--- config.mk ---
export PLATFORM = sky130hd
export DESIGN_NAME = prio_cmd_seq
export DESIGN_NICKNAME = d
export VERILOG_FILES = /design/src/rtl/prio_cmd_seq.sv
export SDC_FILE = /design/constraint.sdc
export NUM_CORES = 1
export LEC_CHECK = 0
export CORE_ASPECT_RATIO = 0.9
export CORE_MARGIN = 2
export CORE_UTILIZATION = 48
export CTS_CLUSTER_SIZE = 24
export DETAILED_ROUTE_END_ITERATION = 10
export PLACE_DENSITY = 0.76
export SLEW_MARGIN = 25
export SYNTH_ARGS = -nofsm -noshare
export SYNTH_HDL_FRONTEND = slang
export SYNTH_SLANG_ARGS = --single-unit
--- constraint.sdc ---
create_clock -name clk -period 1.62 [get_ports clk]
set_input_delay 0.243 -clock clk [delete_from_list [all_inputs] [get_ports clk]]
set_output_delay 0.243 -clock clk [all_outputs]
set_load 0.05 [all_outputs]
--- src/rtl/prio_cmd_seq.sv ---
// Command sequencer feeding the priority FSM stage: queues {len, sel} commands and replays each as a `do` burst plus a `sel` window.
// Optional completed-command counter enabled by defining PRIO_CMD_SEQ_STATS_EN.
module prio_cmd_seq #(
   parameter int DEPTH = 4,
   parameter int LEN_W = 4,
   parameter int TMO   = 6
) (
   input  logic             clk,
   input  logic             rst_n,
   input  logic             cmd_valid,
   output logic             cmd_ready,
   input  logic [1:0]       cmd_sel,
   input  logic [LEN_W-1:0] cmd_len,
   output logic             do_req,
   output logic [1:0]       sel,
   input  logic             f,
   output logic             busy,
   output logic             done,
   output logic             err,
   input  logic             err_clr,
   output logic [15:0]      done_cnt
);

   localparam int AW = $clog2(DEPTH);
   localparam int TW = $clog2(TMO);

   typedef enum logic [1:0] {
      S_IDLE   = 2'd0,
      S_BURST  = 2'd1,
      S_DROP   = 2'd2,
      S_WAIT_F = 2'd3
   } state_t;

   state_t             state_q, state_d;
   logic [LEN_W+1:0]   mem [DEPTH];
   logic [AW:0]        wr_ptr, rd_ptr;
   logic               full, empty, push, pop;
   logic [LEN_W+1:0]   head;
   logic [LEN_W-1:0]   len_q, len_d;
   logic [TW-1:0]      tmr_q, tmr_d;
   logic               do_req_d, done_d, err_set;
   logic [1:0]         sel_d;

   // Extra pointer bit distinguishes full from empty when the indices match.
   assign empty     = (wr_ptr == rd_ptr);
   assign full      = (wr_ptr[AW] != rd_ptr[AW]) && (wr_ptr[AW-1:0] == rd_ptr[AW-1:0]);
   assign cmd_ready = !full;
   assign push      = cmd_valid && !full;
   assign head      = mem[rd_ptr[AW-1:0]];
   assign busy      = (state_q != S_IDLE) || !empty;

   always_ff @(posedge clk) begin
      if (push) mem[wr_ptr[AW-1:0]] <= {cmd_sel, cmd_len};
   end

   always_ff @(posedge clk or negedge rst_n) begin
      if (!rst_n) begin
         wr_ptr <= '0;
         rd_ptr <= '0;
      end else begin
         if (push) wr_ptr <= wr_ptr + 1'b1;
         if (pop)  rd_ptr <= rd_ptr + 1'b1;
      end
   end

   always_comb begin
      state_d  = state_q;
      do_req_d = do_req;
      sel_d    = sel;
      len_d    = len_q;
      tmr_d    = tmr_q;
      done_d   = 1'b0;
      err_set  = 1'b0;
      pop      = 1'b0;
      case (state_q)
         S_IDLE: begin
            if (!empty) begin
               pop      = 1'b1;
               len_d    = (head[LEN_W-1:0] == '0) ? LEN_W'(1) : head[LEN_W-1:0];
               do_req_d = 1'b1;
               sel_d    = head[LEN_W+1:LEN_W];
               state_d  = S_BURST;
            end
         end
         S_BURST: begin
            len_d = len_q - 1'b1;
            if (len_q == LEN_W'(1)) begin
               do_req_d = 1'b0;
               state_d  = S_DROP;
            end
         end
         S_DROP: begin
            // Only sel==3 leads the downstream stage to LAST, so only then is `f` awaited.
            if (sel == 2'd3) begin
               tmr_d   = '0;
               state_d = S_WAIT_F;
            end else begin
               done_d  = 1'b1;
               state_d = S_IDLE;
            end
         end
         S_WAIT_F: begin
            tmr_d = tmr_q + 1'b1;
            if (f) begin
               done_d  = 1'b1;
               state_d = S_IDLE;
            end else if (tmr_q == TW'(TMO - 1)) begin
               err_set = 1'b1;
               state_d = S_IDLE;
            end
         end
         default: state_d = S_IDLE;
      endcase
   end

   always_ff @(posedge clk or negedge rst_n) begin
      if (!rst_n) begin
         state_q <= S_IDLE;
         do_req  <= 1'b0;
         sel     <= 2'd0;
         len_q   <= '0;
         tmr_q   <= '0;
         done    <= 1'b0;
         err     <= 1'b0;
      end else begin
         state_q <= state_d;
         do_req  <= do_req_d;
         sel     <= sel_d;
         len_q   <= len_d;
         tmr_q   <= tmr_d;
         done    <= done_d;
         if (err_set)      err <= 1'b1;
         else if (err_clr) err <= 1'b0;
      end
   end

`ifdef PRIO_CMD_SEQ_STATS_EN
   logic [15:0] cnt_q;

   always_ff @(posedge clk or negedge rst_n) begin
      if (!rst_n)                              cnt_q <= '0;
      else if (err_clr)                        cnt_q <= '0;
      else if (done_d && (cnt_q != 16'hFFFF))  cnt_q <= cnt_q + 1'b1;
   end

   assign done_cnt = cnt_q;
`else
   assign done_cnt = 16'd0;
`endif

endmodule

=== Word-level counts from Yosys, hierarchy flattened ===
Memory sizes are Yosys's and may differ from the RTL's.
Cells that the tools add are included.

* $add $sub $neg: 4
* Eq/ne operators: 13
* Multiplexer cells: 26
* Bitwise operators: 1
* Reductions and logical operators: 16

{| class="wikitable"
|+ Operators with widths
! operator !! count
|-
| 1-bit 2-to-1 mux || 13
|-
| 2-bit 2-to-1 mux || 5
|-
| 3-bit by 1-bit adder with 3-bit output (second input constant) || 3
|-
| 4-bit 2-to-1 mux || 2
|-
| 2-bit case mux with 4 select lines || 1
|-
| 4-bit case mux with 2 select lines || 1
|-
| 2-bit nonzero test || 4
|-
| 2-bit == test (second input constant) || 3
|-
| 2-bit != test (second input constant) || 3
|-
| 3-bit case mux with 2 select lines || 1
|-
| 2-bit AND reduction || 3
|-
| 3-bit AND reduction || 2
|-
| 4-bit by 1-bit == test with 1-bit output (second input constant) || 1
|-
| 4-bit zero test || 1
|-
| 1-bit case mux with 2 select lines || 2
|-
| 4-bit by 1-bit subtractor with 4-bit output (second input constant) || 1
|-
| 3-bit == test || 1
|-
| 3-bit == test (second input constant) || 1
|-
| 3-bit 2-to-1 mux || 1
|-
| 3-bit != test (second input constant) || 1
|-
| 2-bit by 1-bit == test with 1-bit output (second input constant) || 1
|-
| 2-bit == test || 1
|-
| 1-bit logical AND || 2
|-
| 1-bit zero test || 2
|-
| 4 further kinds || 4
|}

* Register bits: 20
* RAM bits: 24
* Input bits: 11
* Output and inout port bits: 23
* Word-level logic and storage cells: 70
* Memories kept: 1

{| class="wikitable"
|+ Memories
! memory !! depth !! width !! read ports !! clocked after Yosys merged registers in !! wr ports !! RTL line !! source
|-
| mem || 4 || 6 || 1 || 0 || 1 || 35 || <nowiki>logic [LEN_W+1:0] mem [DEPTH];</nowiki>
|}

=== Longest topological paths before layout ===
Gate-level depths: netlist (run 1).

* Depth after elaboration: 6
* Gate-level depth with buffers: 6
* Depth with buffers taken out: 6

=== Worst setup path after synthesis (run 1) ===
OpenSTA, ideal clock, no wires.

* Path kind: flip-flop to flip-flop
* Start: register rd_ptr[0]
* End: memory mem[3][0] (netlist name) (enable)
* Setup time: 0.328 ns
* Data arrival time: 1.366 ns
* Data required time: 1.292 ns
* Path slack: -0.073 ns
* Stages on the path, launching flop included: 5
* Buffers on the path: 1
* Period minus slack after synthesis: 1.693 ns
* Cell sequence: dfrtp_1 buf_6 xnor2_2 a31oi_1 and2_1

* Cells in the longest elaborated chain, start to end: 6

{| class="wikitable"
|+ RTL lines
! item !! RTL line !! source
|-
| start: declaration || 36 || <nowiki>logic [AW:0] wr_ptr, rd_ptr;</nowiki>
|-
| start signal: assignment || 62 || <nowiki>if (pop) rd_ptr <= rd_ptr + 1'b1;</nowiki>
|-
| 2-bit == test || 46 || <nowiki>assign full = (wr_ptr[AW] != rd_ptr[AW]) && (wr_ptr[AW-1:0] == rd_ptr[AW-1:0]);</nowiki>
|-
| 1-bit logical AND || 46 ||
|-
| 1-bit zero test || 48 || <nowiki>assign push = cmd_valid && !full;</nowiki>
|-
| 1-bit logical AND || 48 ||
|-
| 1-bit 2-to-1 mux || 53 || <nowiki>if (push) mem[wr_ptr[AW-1:0]] <= {cmd_sel, cmd_len};</nowiki>
|-
| 1-bit 2-to-1 mux (not written as such) || 53 ||
|-
| end: declaration || 35 ||
|}

No other way between the ends.

=== Worst setup path after layout (run 1) ===
* Start: register wr_ptr[0]
* End: output busy

* Cells in the longest elaborated chain, start to end: 3

{| class="wikitable"
|+ RTL lines
! item !! RTL line !! source
|-
| start: declaration || 36 ||
|-
| start signal: assignment || 61 || <nowiki>if (push) wr_ptr <= wr_ptr + 1'b1;</nowiki>
|-
| 3-bit == test || 45 || <nowiki>assign empty = (wr_ptr == rd_ptr);</nowiki>
|-
| 1-bit zero test || - ||
|-
| 1-bit logical OR || 50 || <nowiki>assign busy = (state_q != S_IDLE) || !empty;</nowiki>
|-
| end: declaration || 17 || <nowiki>output logic busy,</nowiki>
|}

No other way between the ends.

==> results of run 1 <==
per-layer routing:
layer  wire length, um  track usage (%)  vias to the layer above
met2              1920             26.7                       36
met1              1670             21.7                      654
li1                  -                -                      634
met4                12             3.13                        0
met3               168             4.78                        2
met5                 0                0                        -
worst max-delay path by stage:
stage	slack [ps]	cells past startpoint	end
floorplan	-10	5	rd_ptr[1]
global placement	-3	5	mem[3][5]
detailed placement	-30	5	mem[0][3]
CTS	-50	5	busy
global route	-110	5	busy
finish	-50	5	busy
repair_timing:
action                     4_1_cts  5_1_grt
pin swaps                        3        7
resized for setup                8        9
setup endpoints to repair       32       34
buffers inserted                 2        6
hold buffers                     0        0
cells in the mapped netlist:
cell | count | area (um2)
nand4_1 | 1 | 6.26
buf_4 | 17 | 128
nand2_1 | 13 | 48.8
o32ai_1 | 1 | 8.76
dfrtp_1 | 20 | 500
nor3_1 | 3 | 15.0
nor2_1 | 5 | 18.8
edfxtp_1 | 24 | 721
mux4_2 | 5 | 113
a2bb2oi_1 | 1 | 8.76
mux2_2 | 3 | 33.8
nand3b_1 | 1 | 7.51
inv_1 | 9 | 33.8
conb_1 | 1 | 3.75
xor2_1 | 2 | 17.5
and3_1 | 2 | 12.5
clkbuf_1 | 2 | 7.51
o221ai_1 | 1 | 8.76
a21o_1 | 1 | 7.51
a21oi_1 | 1 | 5.00
or2_2 | 1 | 6.26
o21a_1 | 1 | 7.51
buf_6 | 1 | 11.3
o221a_2 | 2 | 22.5
mux2i_1 | 2 | 20.0
or3_1 | 1 | 6.26
a31oi_1 | 3 | 18.8
o22ai_1 | 1 | 6.26
mux4_1 | 1 | 26.3
and3b_1 | 1 | 8.76
ha_1 | 9 | 113
nand2b_1 | 2 | 12.5
nand3_1 | 4 | 20.0
a22o_1 | 2 | 17.5
o21ai_0 | 7 | 35.0
and2_1 | 5 | 31.3
xnor2_2 | 2 | 32.5
xnor2_1 | 4 | 35.0
worst max-delay path, delay by kind of cell, from the launching register on:
| kind | cells | cell delay (ps) |
|---|---|---|
| buf+inv | 3 | 430 |
| flops | 1 | 410 |
| xor+xnor | 1 | 180 |
| simple gates | 1 | 120 |
cells by family (layout without fill, tap and decap cells):
family / Yosys count / count (layout)
AOI/OAI and AO/OA: 21 / 21
other: 1 / 16
muxes: 11 / 11
buffers and inverters: 29 / 61
xor gates and xnor gates: 8 / 8
adders and majority gates: 9 / 9
and+or+nand+nor: 39 / 39
DFF: 44 / 44
power breakdown:
part | total (mW) | leakage [nW] | internal, mW | switching [mW]
logic | 2.90 | 0.631 | 1.49 | 1.40
clock network | 0.812 | 0.0558 | 0.457 | 0.356
registers | 1.85 | 0.456 | 1.56 | 0.286
area by class of cell:
cell class                 instances  area share (%)
inverter                           9            1.24
tap                               62            2.85
multi-input combinational        104            31.0
timing repair buffer              44            15.9
sequential                        44            44.9
clock inverter                     3            1.56
clock buffer                       5            2.53
registers in the layout, summed over array words and instances, names as in the netlist, 2 cells and up:
name     flops
sel          2
len_q        4
wr_ptr       3
tmr_q        3
rd_ptr       3
mem         24
state_q      2
==> metrics.yaml, run 1 <==
worstSetupStartpointType: "flop"
r2r_start: "wr_ptr[0]"
outcome: "finished with violations"
cts_buffers: 5
synth_fa_ha_area_share_pct: 5.27
min_period_over_period_pct: 103
diodes: 0
r2r_end: "sel[0]"
grt.overflow.total: 0
root_buffer: "clkbuf_8"
final_hold_viol_count: 0
place_inst: 256
detailed_place_hpwl_um: 2890
final_area_um2: 2720
ys_ff_latch: 44
min_period_ps: 1670
layout-drive-gt1-share_pct: 32.1
rows: 23
grt_max_degree: 21
setup_viol: 2
final_cell_mix: "buf_4, edfxtp_1, dfrtp_1, conb_1, nand2_1"
finalMaxSlewViolations: 0
r2r_slack_ps: 0
reg2reg_depth: 5
failed_checks: "setup timing"
rsz0062_at_grt: "yes"
path_clk_slew_ps: 90
synth_area_um2: 2140
via_count: 1326
htreeDepth: 2
vias_per_cell: 4.89
multi_input_area_um2: 843
instances_no_fill: 271
ioPinCount: 34
clk_latency_ps: 290
crit_start: "wr_ptr[0]"
synth.area.mux_share_pct: 9.02
synth_xor_area_share_pct: 3.98
drtPass1Iterations: 4
power_density_nw_per_um2: 2040
final_nets: 228
ys_types: 38
remaining_drc_errors: 0
grtUsageTotal_pct: 16.2
critical_path.slowest_cell: "dfrtp_1"
ir_worst_vdd_v: 0.000947
grt_pass1_wl_um: 6070
endpoint_kind: "primary output"
fin_hold_ws_ps: 299
ys.warnings.count: 0
drv_cap: 0
grt_antenna_before_repair: 0
synth_top_family_by_area: "simple AND/OR/NAND/NOR gates"
avgSynthCellArea_um2: 13.2
cp_max_fo: 2
fin_ws_ps: -52.0
worstHoldPathType: "in2async"
port_buffers: 17
die-area_um2: 5000
design.core.area_um2: 4370
cts_tree: "done"
routabilityCongestion: 0.867
cp.required_ps: 1380
finClkSkew_ps: 9.09
setup_tns_ps: -56.0
routed_wl_um: 3770
area_delta_synth_final_pct: 27.4
total_power_mw: 5.56
seqCellArea_um2: 1220
initial_core_util_pct: 48.8
post_drt_wl_per_cell_um: 13.9
die_w_um: 74.3
max_clock_freq_ghz: 0.598
grt_pass1_vias: 1302
synth-compound-area-share_pct: 6.85
final_util_pct: 62.2
yosysSeqAreaShare_pct: 57.2
synthCells: 162
place_ws_ps: -31.0
synthSimpleGateAreaFrac_pct: 9.08
antenna_left: 0
leakage_nw: 1.14
critPathKind: "reg2out"
dieHeight_um: 67.3
drt_iter0_markers: 61
placed_area_um2: 2510
final_common_cell: "buf_4"
slowest_delay_ps: 410
clockBufferDepth: 2
fillers: 367
cp_cell_sequence: "xnor2_2 > buf_4 > buf_6 > nand4_1 > buf_12"
clock-sinks: 44
cp.arrival_ps: 1430
No activity file was read; power rests on OpenSTA's default activity.
==> inputs of run 2 (changes only) <==
CORE_UTILIZATION = 56   (was 48)
DONT_BUFFER_PORTS = 1   (was default)
HOLD_SLACK_MARGIN = 0.08   (was default)
PLACE_DENSITY = 0.74   (was 0.76)
==> run 2 against run 1 <==
Against the previous run: the flow still finishes with violations (setup timing); sequential share of layout area is 2.3 points higher; die area is 14% lower; via count is 0.98% higher.
==> metrics.yaml, run 2 (synthesis gave the netlist of run 1 again) <==
outcome: "finished with violations"
failed_checks: "setup timing"
slowest_delay_ps: 490  # +80 ps
area_delta_synth_final_pct: 21.2
fin_ws_ps: -31.0  # +21.0 ps
p_seq_share_pct: 35.6  # +2.3 points
dieHeight_um: 62.6  # -7.0%
final_common_cell: "edfxtp_1"
detailed_place_hpwl_um: 2660  # -8.2%
remaining_drc_errors: 0  # unchanged
r2r_end: "len_q[3]"
drt_iter0_markers: 102  # +67%
grt_antenna_before_repair: 0  # unchanged
clkPwrFrac_pct: 16.1  # +1.5 points
min_period_ps: 1650  # -21.0 ps
intPower_mw: 3.28  # -6.8%
largest_reg_flops: 24  # unchanged
diodes: 0  # unchanged
min_period_over_period_pct: 102  # -1.3 points
initial_core_util_pct: 58.1  # +9.2 points
cp.required_ps: 1380  # about the same
grt_pass1_vias: 1318  # +1.2%
hold_end: "done"
critPathKind: "reg2out"
cp_max_fo: 5  # +3
grt_pass1_wl_um: 6120  # +0.91%
p_sw_share_pct: 38.5  # +1.7 points
cp.arrival_ps: 1410  # -20 ps
fillers: 256  # -30%
drv_cap: 0  # unchanged
vias_per_cell: 5.44  # +11%
routabilityCongestion: 0.784  # -9.6%
leakage_nw: 1.08  # -5.2%
critical_path.slowest_cell: "dfrtp_2"
ir_worst_vdd_v: 0.000986  # +4.1%
worstHoldPathType: "in2reg"
cpLargestDelayFamily: "flip-flops"
die-area_um2: 4320  # -14%
final_hold_viol_count: 0  # unchanged
path_buf_inv: 2  # -1
rows: 21  # -8.7%
cp_cell_sequence: "xnor2_4 > buf_4 > nand4_1 > buf_6"
post_drt_wl_per_cell_um: 15.5  # +11%
design.core.area_um2: 3680  # -16%
r2r_slack_ps: -20  # -20 ps
finalMaxSlewViolations: 0  # unchanged
htreeDepth: 2  # unchanged
cts_tree: "done"
routed_wl_um: 3810  # +0.90%
hold_depth: 2
drtPass1Iterations: 4  # unchanged
die_w_um: 69.1  # -7.0%
reg2reg_depth: 5  # unchanged
total_power_mw: 5.33  # -4.2%
rsz0062_at_grt: "yes"
via_count: 1339  # +0.98%
grtUsageTotal_pct: 18.2  # +2.0 points
cts_buffers: 5  # unchanged
antenna_left: 0  # unchanged
final_cell_mix: "edfxtp_1, dfrtp_1, buf_4, conb_1, nand2_1"
setup_tns_ps: -339  # -283 ps
worstSetupStartpointType: "flop"
fin_hold_ws_ps: 217  # -81.3 ps
layout-drive-gt1-share_pct: 27.5  # -4.6 points
path_clk_slew_ps: 90  # about the same
finClkSkew_ps: 8.45  # -0.636 ps
ioPinCount: 34  # unchanged
power_density_nw_per_um2: 2060  # +0.74%
r2r_start: "rd_ptr[0]"
root_buffer: "clkbuf_8"
port_buffers: 0  # -17
endpoint_kind: "primary output"
place_ws_ps: -34.9  # -3.97 ps
clockBufferDepth: 2  # unchanged
p_sw_mw: 2.05  # +0.33%
grt.overflow.total: 0  # unchanged
final_nets: 219  # -3.9%
comb_power_share_pct: 48.3  # -3.8 points
grt_max_degree: 21  # unchanged
hold_start: "f"
setup_viol: 26  # +24
clock-sinks: 44  # unchanged
clk_latency_ps: 300  # about the same
max_clock_freq_ghz: 0.606  # +1.3%
-- run 2: timing repair --
action,CTS,global route
endpoints found under the setup margin,9,32
hold buffers,9,1
pin swaps,1,5
gates resized for setup,4,15
setup buffers,1,2
hold endpoints to repair,45,20
-- run 2: layer usage --
layer / vias to the layer above / GRT usage (%) / share of wire [%]
met4: 0 / 6.62 / 1.5
met3: 9 / 4.68 / 4.5
met5: - / 0 / 0
li1: 623 / - / -
met1: 664 / 22.1 / 42
met2: 43 / 31.6 / 52
-- run 2: power by group through the flow --
stage / Sequential [mW] / Combinational, mW / Clock [mW]
global placement: 1.86 / 2.12 / 0
global route: 1.94 / 2.77 / 0.911
CTS: 1.86 / 2.36 / 0.861
detailed placement: 1.88 / 2.23 / 0
floorplan: 1.93 / 1.50 / 0
finish: 1.90 / 2.57 / 0.860
-- run 2: worst register-to-register path: stages, from the launching register on --
cell	delay (ps)
dfrtp_2	480
buf_6	130
mux4_2	540
inv_2	80
a2bb2oi_1	70
o221a_2	240
-- run 2: final cells by class --
cell class | count | area, um2 | share of cell area [%]
timing repair buffer | 35 | 317 | 12.2
clock inverter | 3 | 46.3 | 1.79
tap | 46 | 57.6 | 2.22
clock buffer | 5 | 68.8 | 2.66
multi-input combinational | 104 | 843 | 32.6
inverter | 9 | 33.8 | 1.30
sequential | 44 | 1220 | 47.2
-- run 2: worst max path at each step --
stage | start | cells past startpoint | end | slack, ps
after floorplan | rd_ptr[0] | 5 | rd_ptr[1] | -10
after global placement | rd_ptr[0] | 3 | len_q[1] | 10
after detailed placement | rd_ptr[0] | 3 | len_q[1] | -30
after CTS | rd_ptr[0] | 4 | busy | -50
after global routing | rd_ptr[2] | 3 | cmd_ready | -100
final | rd_ptr[0] | 4 | busy | -30
-- run 2: per-stage QoR --
step,util (%),cells,instance area [um2]
floorplan,-,177,2200
global placement,61.8,225,2270
detailed placement,61.8,225,2270
CTS,68.1,243,2500
global route,70.4,246,2590
finish,70.4,246,2590
==> inputs of run 3 (changes only) <==
HOLD_SLACK_MARGIN = default   (was 0.08)
MAX_ROUTING_LAYER = met4   (was default)
==> run 3 against run 2 <==
Against the previous run: critical endpoint unchanged; register-to-register slack about the same; sequential share of layout area increased by 1.5 points; worst hold slack got worse by 190 ps; flip-flop and latch count unchanged; fmax increased by 0.20%; setup slack improved by 3.3 ps; non-clock buffer count decreased by 8; the run still ends with setup timing left; global-route usage increased by 0.39 points; clock-buffer cell count unchanged.
==> metrics.yaml, run 3 (synthesis gave the netlist of run 1 again) <==
max_clock_freq_ghz: 0.607  # +0.20%
path_clk_slew_ps: 90  # about the same
hold_end: "mem[3][1]"
p_sw_mw: 2.04  # -0.82%
critPathKind: "reg2out"
port_buffers: 0  # unchanged
endpoint_kind: "primary output"
vias_per_cell: 5.60  # +2.8%
placed_area_um2: 2270  # unchanged
cp.required_ps: 1380  # about the same
routed_wl_um: 3750  # -1.5%
area_delta_synth_final_pct: 17.5
final_area_um2: 2510  # -3.1%
dieHeight_um: 62.6  # unchanged
outcome: "finished with violations"
grt_pass1_vias: 1290  # -2.1%
cp.arrival_ps: 1400  # about the same
root_buffer: "clkbuf_8"
rsz0062_at_grt: "yes"
drt_iter0_markers: 116  # +14%
antenna_left: 0  # unchanged
finalMaxSlewViolations: 0  # unchanged
detailed_place_hpwl_um: 2660  # unchanged
cts_buffers: 5  # unchanged
ir_worst_vdd_v: 0.000963  # -2.3%
comb_power_share_pct: 48.2  # about the same
die_w_um: 69.1  # unchanged
hold_depth: 0  # -2
grt_pass1_wl_um: 6050  # -1.1%
fin_ws_ps: -27.6  # +3.35 ps
clk_latency_ps: 300  # about the same
via_count: 1332  # -0.52%
ioPinCount: 34  # unchanged
grt.overflow.total: 0  # unchanged
final_nets: 211  # -3.7%
layout-drive-gt1-share_pct: 28.6  # +1.1 points
diodes: 0  # unchanged
r2r_end: "mem[1][5]"
worstHoldPathType: "in2reg"
initial_core_util_pct: 58.1  # unchanged
p_seq_share_pct: 35.8  # +0.2 points
grt_antenna_before_repair: 0  # unchanged
setup_viol: 28  # +7.7%
min_period_over_period_pct: 102  # -0.21 points
grt_max_degree: 21  # unchanged
drv_cap: 0  # unchanged
p_sw_share_pct: 38.4  # -0.11 points
largest_reg_flops: 24  # unchanged
r2r_slack_ps: -20  # about the same
final_hold_viol_count: 0  # unchanged
routabilityCongestion: 0.795  # +1.4%
setup_tns_ps: -396  # -56.1 ps
reg2reg_depth: 5  # unchanged
seqCellArea_um2: 1220  # unchanged
final_cell_mix: "edfxtp_1, dfrtp_1, buf_4, conb_1, nand2_1"
hold_start: "cmd_len[1]"
fillers: 262  # +2.3%
clock-sinks: 44  # unchanged
worstSetupStartpointType: "flop"
die-area_um2: 4320  # unchanged
htreeDepth: 2  # unchanged
final_common_cell: "edfxtp_1"
leakage_nw: 1.05  # -3.1%
intPower_mw: 3.26  # -0.36%
r2r_start: "rd_ptr[0]"
crit_start: "rd_ptr[0]"
min_period_ps: 1650  # -3.35 ps
failed_checks: "setup timing"
grtUsageTotal_pct: 18.6  # +0.39 points
power_density_nw_per_um2: 2110  # +2.6%
rows: 21  # unchanged
remaining_drc_errors: 0  # unchanged
finClkSkew_ps: 10.0  # +1.56 ps
design.core.area_um2: 3680  # unchanged
clockBufferDepth: 2  # unchanged
cp_max_fo: 5  # unchanged
cts_tree: "done"
fin_hold_ws_ps: 29.0  # -188 ps
post_drt_wl_per_cell_um: 15.8  # +1.8%
clkPwrFrac_pct: 16.1  # about the same
drtPass1Iterations: 4  # unchanged
multi_input_area_um2: 843  # unchanged
-- run 3: cell count changes in the layout (fill, tap and decap cells not counted) --
cell	change
dlygate4sd3_1	-8
-- run 3: critical path, stage by stage, from the launching register on --
cell and delay (ps):
dfrtp_2 490, xnor2_4 190, buf_4 140, nand4_1 100
buf_6 190
-- run 3: how the worst max path moves through the flow --
stage,cells past startpoint,to,slack [ps]
6_report,4,busy,-30
2_1_floorplan,5,rd_ptr[1],-10
3_3_place_gp,3,len_q[1],10
5_1_grt,3,cmd_ready,-100
4_1_cts,4,busy,-50
3_5_place_dp,3,len_q[1],-30
-- run 3: what timing repair did --
action                                  CTS  global route
buffers inserted                          1             2
endpoints found under the hold margin    20            20
endpoints found under the setup margin    9            32
pin swaps                                 1             5
cloned                                    0             0
hold buffers                              1             1
gates resized for setup                   4            15
-- run 3: per-stage QoR --
| step | instances | utilization (%) | total power [mW] | setup WS [ps] |
|---|---|---|---|---|
| 4_1_cts | 235 | 65.9 | 5.06 | -52.6 |
| 5_1_grt | 238 | 68.2 | 5.60 | -105 |
| 2_1_floorplan | 177 | - | 3.43 | -13.8 |
| 3_5_place_dp | 225 | 61.8 | 4.11 | -34.9 |
| 3_3_place_gp | 225 | 61.8 | 3.98 | 10.1 |
| 6_report | 238 | 68.2 | 5.30 | -27.6 |
-- run 3: layout make-up --
| type | instances | area share, % |
|---|---|---|
| Clock inverter | 3 | 1.85 |
| Clock buffer | 5 | 2.74 |
| Tap cell | 46 | 2.29 |
| Sequential cell | 44 | 48.7 |
| Timing Repair Buffer | 27 | 9.43 |
| Inverter | 9 | 1.35 |
| Multi-Input combinational cell | 104 | 33.6 |
-- run 3: power groups by stage --
stage	Sequential (mW)	Clock [mW]	Combinational, mW
final	1.89	0.853	2.55
after global routing	1.94	0.914	2.75
after CTS	1.86	0.861	2.34
after detailed placement	1.88	0	2.23
after global placement	1.86	0	2.12
after floorplan	1.93	0	1.50
-- run 3: layer usage --
layer	vias up	track usage, %	routed length [um]
li1	606	-	-
met1	654	21.8	1530
met5	-	-	0
met4	0	6.62	61
met3	9	5.65	238
met2	63	30.6	1920
